--- src/rtl/reduce_pkg.sv ---
// Shared types and helpers for the sequential N-bit reduction unit.
// Modes select the base operator; NAND reuses AND and inverts only at the output.
package reduce_pkg;

    typedef enum logic [1:0] {
        RED_AND  = 2'b00,
        RED_OR   = 2'b01,
        RED_XOR  = 2'b10,
        RED_NAND = 2'b11
    } reduce_mode_t;

    typedef enum logic [1:0] {
        ST_IDLE = 2'b00,
        ST_RUN  = 2'b01,
        ST_DONE = 2'b10
    } reduce_state_t;

    // The identity value leaves the first chunk result unchanged when it is folded in.
    function automatic logic acc_identity(input reduce_mode_t mode);
        return (mode == RED_AND) || (mode == RED_NAND);
    endfunction

    function automatic logic acc_fold(input reduce_mode_t mode, input logic acc, input logic red);
        logic res;
        case (mode)
            RED_OR:  res = acc | red;
            RED_XOR: res = acc ^ red;
            default: res = acc & red;
        endcase
        return res;
    endfunction

endpackage

--- src/rtl/reduce_chunk.sv ---
// Combinational reduction of one CHUNK_WIDTH-bit slice.
// Each operator is a linear gate chain, bit 0 first, like the original N-bit AND.
module reduce_chunk
    import reduce_pkg::*;
#(
    parameter int CHUNK_WIDTH = 16
) (
    input  logic [CHUNK_WIDTH-1:0] chunk_i,
    input  reduce_mode_t           mode_i,
    output logic                   red_o
);

    logic and_chain;
    logic or_chain;
    logic xor_chain;

    always_comb begin
        and_chain = chunk_i[0];
        or_chain  = chunk_i[0];
        xor_chain = chunk_i[0];
        for (int i = 1; i < CHUNK_WIDTH; i++) begin
            and_chain = and_chain & chunk_i[i];
            or_chain  = or_chain  | chunk_i[i];
            xor_chain = xor_chain ^ chunk_i[i];
        end
    end

    always_comb begin
        case (mode_i)
            RED_OR:  red_o = or_chain;
            RED_XOR: red_o = xor_chain;
            default: red_o = and_chain;
        endcase
    end

endmodule

--- src/rtl/reduce_n_seq.sv ---
// Multi-cycle N-bit reduction: folds CHUNK_WIDTH bits per cycle, LSB chunk first,
// into a one-bit accumulator, with valid/ready handshakes on both sides.
module reduce_n_seq
    import reduce_pkg::*;
#(
    parameter int GATE_WIDTH  = 64,
    parameter int CHUNK_WIDTH = 16
) (
    input  logic                  clk_i,
    input  logic                  rst_i,
    input  logic                  in_valid_i,
    output logic                  in_ready_o,
    input  logic [GATE_WIDTH-1:0] in_i,
    input  logic [1:0]            mode_i,
    output logic                  out_valid_o,
    input  logic                  out_ready_i,
    output logic                  out_o
);

    localparam int NUM_CHUNKS = GATE_WIDTH / CHUNK_WIDTH;
    localparam int CNT_W      = (NUM_CHUNKS > 1) ? $clog2(NUM_CHUNKS) : 1;
    localparam logic [CNT_W-1:0] LAST_CHUNK = CNT_W'(NUM_CHUNKS - 1);

    if (GATE_WIDTH < 1 || CHUNK_WIDTH < 1 || (GATE_WIDTH % CHUNK_WIDTH) != 0) begin : g_bad_cfg
        $fatal(1, "reduce_n_seq: CHUNK_WIDTH must divide GATE_WIDTH");
    end

    reduce_state_t         state_q, state_d;
    logic [GATE_WIDTH-1:0] op_q, op_d;
    reduce_mode_t          mode_q, mode_d;
    logic                  acc_q, acc_d;
    logic [CNT_W-1:0]      cnt_q, cnt_d;
    logic                  in_ready_q, in_ready_d;

    logic                  chunk_red;
    logic [GATE_WIDTH-1:0] op_shift;

    // With a single chunk there is nothing left to shift in after the fold.
    if (NUM_CHUNKS == 1) begin : g_shift_one
        assign op_shift = '0;
    end else begin : g_shift_many
        assign op_shift = {{CHUNK_WIDTH{1'b0}}, op_q[GATE_WIDTH-1:CHUNK_WIDTH]};
    end

    reduce_chunk #(
        .CHUNK_WIDTH(CHUNK_WIDTH)
    ) u_chunk (
        .chunk_i(op_q[CHUNK_WIDTH-1:0]),
        .mode_i (mode_q),
        .red_o  (chunk_red)
    );

    always_comb begin
        state_d = state_q;
        op_d    = op_q;
        mode_d  = mode_q;
        acc_d   = acc_q;
        cnt_d   = cnt_q;
        case (state_q)
            ST_IDLE: begin
                if (in_valid_i && in_ready_q) begin
                    op_d    = in_i;
                    mode_d  = reduce_mode_t'(mode_i);
                    acc_d   = acc_identity(reduce_mode_t'(mode_i));
                    cnt_d   = '0;
                    state_d = ST_RUN;
                end
            end
            ST_RUN: begin
                acc_d = acc_fold(mode_q, acc_q, chunk_red);
                op_d  = op_shift;
                if (cnt_q == LAST_CHUNK) begin
                    state_d = ST_DONE;
                end else begin
                    cnt_d = cnt_q + 1'b1;
                end
            end
            ST_DONE: begin
                if (out_ready_i) begin
                    state_d = ST_IDLE;
                end
            end
            default: state_d = ST_IDLE;
        endcase
        in_ready_d = (state_d == ST_IDLE);
    end

    always_ff @(posedge clk_i) begin
        if (rst_i) begin
            state_q    <= ST_IDLE;
            op_q       <= '0;
            mode_q     <= RED_AND;
            acc_q      <= 1'b0;
            cnt_q      <= '0;
            in_ready_q <= 1'b0;
        end else begin
            state_q    <= state_d;
            op_q       <= op_d;
            mode_q     <= mode_d;
            acc_q      <= acc_d;
            cnt_q      <= cnt_d;
            in_ready_q <= in_ready_d;
        end
    end

    // in_ready is registered so it stays low through the reset cycle itself.
    assign in_ready_o  = in_ready_q;
    assign out_valid_o = (state_q == ST_DONE);
    assign out_o       = acc_q ^ (mode_q == RED_NAND);

endmodule

--- config.mk ---
export PLATFORM = sky130hd
export DESIGN_NAME = reduce_n_seq
export DESIGN_NICKNAME = d
export VERILOG_FILES = /design/src/rtl/reduce_pkg.sv /design/src/rtl/reduce_chunk.sv /design/src/rtl/reduce_n_seq.sv
export SDC_FILE = /design/constraint.sdc
export NUM_CORES = 1
export LEC_CHECK = 0
export BUFFER_PORTS_ARGS = -buffer_cell sky130_fd_sc_hd__buf_2
export CORE_MARGIN = 2
export CORE_UTILIZATION = 54
export DETAILED_ROUTE_END_ITERATION = 16
export HOLD_SLACK_MARGIN = 0.03
export PLACE_DENSITY = 0.8
export SYNTH_ARGS = -nofsm -noshare
export SYNTH_HDL_FRONTEND = slang
export SYNTH_SLANG_ARGS = --single-unit
--- constraint.sdc ---
create_clock -name clk_i -period 2.9 [get_ports clk_i]
set_input_delay 0.58 -clock clk_i [delete_from_list [all_inputs] [get_ports clk_i]]
set_output_delay 0.58 -clock clk_i [all_outputs]
set_load 0.005 [all_outputs]
======== After elaboration in Yosys (flattened, before gate mapping) ========
Index checks and enable logic that the tools add are counted.
cells by class
  add/subtract/negate cells ............... 1
  equal/unequal tests ..................... 9
  multiplexer cells ....................... 13
  bitwise logic cells ..................... 49
  reduce and logical (&&, ||, !) cells .... 9
operators with widths
  cell                 number
  $pmux 64 s2          1
  $mux 64              1
  $xor 1x1->1          17
  $and 1x1->1          16
  $or 1x1->1           16
  $eq 2x2->1 const B   5
  $mux 2               5
  $logic_not 2->1      3
  $pmux 1 s2           3
  $pmux 2 s3           1
  $eq 2x1->1 const B   2
  $ne 2x2->1 const B   2
  $pmux 2 s2           1
  $reduce_and 2->1     2
  $reduce_and 3->1     1
  $add 2x1->2 const B  1
  $reduce_bool 2->1    1
  $logic_and 1x1->1    1
  $logic_or 1x1->1     1
  $mux 1               1
storage, ports and cells
  register bits after elaboration ......... 72
  input bits .............................. 70
  output and inout bits ................... 3
  logic and storage cells ................. 87

======== Logic depth before layout (Yosys ltp) ========
  depth in word-level cells ............... 19
  depth in mapped cells ................... 11
  gate-level depth less buffers ........... 11

======== Hierarchy ========
From an unflattened synthesis, not the netlist that was laid out.
unflattened totals
  cells, all modules ...................... 376
  area, all modules ....................... 3,497.1 um^2
modules (own cells, without submodules)
  module        times used  cells each  area an instance (um^2)  sequential area each (um^2)
  reduce_n_seq  1           343         3,196.8                  1,441.4
  reduce_chunk  1           33          300.3                    0.0

======== Worst setup path before layout ========
OpenSTA, ideal clock, no wires.
  path kind ............................... reg-to-reg
  start ................................... register op_q[0]
  end ..................................... register acc_q
  library setup time ...................... 0.133 ns
  arrival ................................. 2.360 ns
  data required time ...................... 2.767 ns
  slack ................................... 0.407 ns
  stages on the path, launching flop included .. 11
  buffers on the path ..................... 0
  period minus slack after synthesis ...... 2.493 ns
  cells stage by stage .................... dfxtp_1 inv_1 ha_1 xnor2_1 xnor2_1 xnor3_1 a311oi_1 ha_1 a221o_1 o211ai_1 a311oi_1
between the ends
  word-level cells in the longest chain between the ends .. 19
  elaborated cells between the ends (all ways) .. 51
  those cells by class .................... 3 x mux; 48 x bitwise
RTL lines
  item                                               RTL line             source
  start: declaration                                 reduce_n_seq.sv:29   logic [GATE_WIDTH-1:0] op_q, op_d;
  start signal: assignment                           reduce_n_seq.sv:98   op_q <= op_d;
  $and 1x1->1 (tied with other cells) (15 in a row)  reduce_chunk.sv:22   and_chain = and_chain & chunk_i[i];
  $pmux 1 s2 (*)                                     reduce_chunk.sv:29   case (mode_i)
  $and 1x1->1 (tied with other cells)                reduce_pkg.sv:28     default: res = acc & red;
  $pmux 1 s2 (*)                                     reduce_pkg.sv:25     case (mode)
  $pmux 1 s2 (*)                                     reduce_n_seq.sv:59   case (state_q)
  end signal: assignment                             reduce_n_seq.sv:93   acc_q <= 1'b0;
  end signal: assignment                             reduce_n_seq.sv:100  acc_q <= acc_d;
  end: declaration                                   reduce_n_seq.sv:31   logic acc_q, acc_d;
Every way passes the cells marked *; elsewhere a longest branch is shown, timed or not.
A chain may end at the register's enable or synchronous reset.

======== Worst setup path after layout ========
Same ends and word-level chain as after synthesis.

==> flow_summary.toml <==
[run_status]
status = "complete, no violations"

[global_routing]
grt.total_usage = 0.2404
grt_max_degree = 80
grt_pass1_vias = 2680
antenna_found_initial = 0
overflow = 0
grt_pass1_wl_um = 12090

[sta]
max_slew.worst_pin.slew_ns = 0.7979
max_freq_mhz = 372.7
finalCriticalPeriod_ns = 2.683
setup_viol = 0
hold_viol = 0
fin_skew_ns = 0.009594
relSlewSlack = 0.4681
fin_setup_tns_ns = 0
rsz0062_at_grt = "no"
slew_violations = 0
fin_crit_sh = 0.9253

[setup_path]
cpLargestDelayFamily = "compound AO/OA/AOI/OAI gates"
path_buf_inv = 1
reg2reg_from = "op_q[0]$_SDFFE_PP0P_"
reg2reg_to = "acc_q$_SDFFE_PP0P_"
end_kind = "flop"
crit_fanout = 3
path_class = "reg2reg"
cpPeakStageDelay_ns = 0.37
crit_required_ns = 3.08
worstSetupStartpointType = "flop"
cp_slowest_cell = "xnor3_1"
crit_start = "op_q[0]$_SDFFE_PP0P_"
reg2reg_depth = 10
crit_chain = "inv_1, ha_1, xnor2_1, xnor2_1, xnor3_1, a311oi_2, ha_1, a221o_1, o211ai_1, a311oi_1"
worstPathArrival_ns = 2.87
r2r_slack_ns = 0.22

[logic_synthesis]
synth.ff_latch_count = 72
synth_top_family_by_area = "simple AND/OR/NAND/NOR gates"
yosysWarnings = 0
syn_nets = 480
synthSimpleGateAreaFrac = 0.2357
synth.distinct_cells = 27
syn-cell-area_mm2 = 0.003254
synth_fa_ha_area_frac = 0.03076
avgSynthCellArea_um2 = 8.095
synth_compound_area_frac = 0.1934
yosysSeqAreaShare = 0.4429
synth_xor_area_frac = 0.04767
syn_inst = 402
synth.mux.area_fraction = 0

[route]
drt-pass1-iter-count = 4
drc_errors = 0
initialDrtViolationCount = 267
wire_per_inst_um = 14.25
ant_nets = 0
vias_per_cell = 5.591
finalWirelength_um = 7637
vias = 2997

[min_path]
min_to = "op_q[19]$_SDFFE_PP0P_"
min-delay-start = "op_q[35]$_SDFFE_PP0P_"
worstHoldPathType = "reg2reg"
whs_path_depth = 2

[place]
postPlaceCellArea_mm2 = 0.003661
dp_hpwl_um = 5245
port_buffers = 72
gp_congestion = 0.8756

[cts]
clk_pin_slew_worst_paths_ns = 0.07
cts_hold_buf = 0
cts_resized = 0
worstSkewPairLatency_ns = 0.34
cts_max_level = 3
cts_tree = "done"
clock_tree.root_cell = "clkbuf_8"
post_cts_buffers = 0
cts_sinks = 72
cts-buffers-inserted = 9
clockBufferDepth = 2

[pwr]
vdd_drop_max_v = 0.0005106
power.density_mw_per_mm2 = 613.7
p_leak_uw = 0.001611

[floorplan]
fp.dieH_um = 81.63
num_rows = 28
start_util = 0.5529
die_w_um = 81.63
dieArea_mm2 = 0.006663
coreArea_mm2 = 0.005886
num_io_pins = 73

[final_layout]
drive_gt1_frac = 0.2104
final_util = 0.6511
n_antenna_cell = 0
layout_common_cells = "nand2_1, nor2_1, dfxtp_1, buf_2, a311oi_1"
area_growth_pct = 17.76
nFillCells = 515
final_common_cell = "nand2_1"
nets = 534
fin_area_mm2 = 0.003832

[flow_run]
drv_cap = 0
-- layer usage --
metal,up-vias,part of all wire,GRT usage
met5,-,0,0
met1,1388,0.45,0.3124
li1,1517,-,-
met2,79,0.48,0.3910
met3,13,0.054,0.03626
met4,0,0.018,0.1200
-- flip-flops by register name (all words and copies together), names as in the netlist --
| register | flops |
|---|---|
| state_q | 2 |
| cnt_q | 2 |
| acc_q | 1 |
| op_q | 64 |
| mode_q | 2 |
| in_ready_o | 1 |
-- report_power, final --
part | leakage, µW | switching, µW | total, µW | internal (µW)
clock | 0.0000899 | 356 | 685 | 329
sequential | 0.000592 | 72.2 | 1160 | 1090
combinational | 0.000928 | 267 | 508 | 240
total | 0.00161 | 695 | 2350 | 1660
-- final cells by class --
class                      instances  area (µm²)  area share
clock buffer                      12       145.1     0.03787
sequential                        72        1441      0.3761
multi-input combinational        288        1688      0.4404
timing repair buffer              78       417.9      0.1090
tap                               75       93.84     0.02449
inverter                           7       26.28    0.006856
clock inverter                     4       20.02    0.005224
-- cells in the mapped netlist --
cell,count,area share
nand2_1,97,0.11
nor2_1,76,0.088
dfxtp_1,72,0.44
a311oi_1,50,0.13
clkbuf_1,32,0.037
a22oi_1,18,0.042
ha_1,8,0.031
xnor2_1,8,0.022
inv_1,7,0.0081
nand4_1,5,0.0096
a21oi_1,4,0.0062
buf_2,3,0.0046
nor4_1,3,0.0058
xnor3_1,3,0.021
nor2b_1,2,0.0038
nor3_1,2,0.0031
xor2_1,2,0.0054
a2111oi_0,1,0.0027
a221o_1,1,0.0031
a311o_1,1,0.0031
and3_1,1,0.0019
nand2b_1,1,0.0019
nor3b_1,1,0.0023
nor4b_1,1,0.0027
nor4bb_1,1,0.0031
o211ai_1,1,0.0023
or2_2,1,0.0019
-- worst max-delay path by stage --
stage | cells past startpoint | to | slack [ns]
2_1_floorplan | 10 | acc_q$_SDFFE_PP0P_ | 0.41
3_3_place_gp | 10 | acc_q$_SDFFE_PP0P_ | 0.30
3_5_place_dp | 10 | acc_q$_SDFFE_PP0P_ | 0.23
4_1_cts | 10 | acc_q$_SDFFE_PP0P_ | 0.21
5_1_grt | 10 | acc_q$_SDFFE_PP0P_ | 0.05
6_report | 10 | acc_q$_SDFFE_PP0P_ | 0.22
-- worst register-to-register path, delay by kind of cell, from the launching register on --
family	cells	cell delay, ns
buffers and inverters	1	0.06
DFF	1	0.36
AOI/OAI and AO/OA	4	0.81
xor gates and xnor gates	3	0.72
adders and majority gates	2	0.57
-- cell families (layout without fill, tap and decap cells) --
group,after synthesis,in the layout
buffers and inverters,42,101
XOR/XNOR,13,13
flip-flops,72,72
adder cells (fa/ha/maj),8,8
AND/OR/NAND/NOR,191,191
AO/OA/AOI/OAI,76,76
-- stage by stage --
stage	hold slack [ns]	power (µW)	worst slack, ns	instances
2_1_floorplan	0.4552	1541	0.4066	402
3_3_place_gp	0.4633	1666	0.2993	520
3_5_place_dp	0.4683	1683	0.2273	520
4_1_cts	0.4625	2364	0.2139	536
5_1_grt	0.4791	2480	0.05005	536
6_report	0.4726	2352	0.2165	536
No activity file was read; power rests on OpenSTA's default activity.
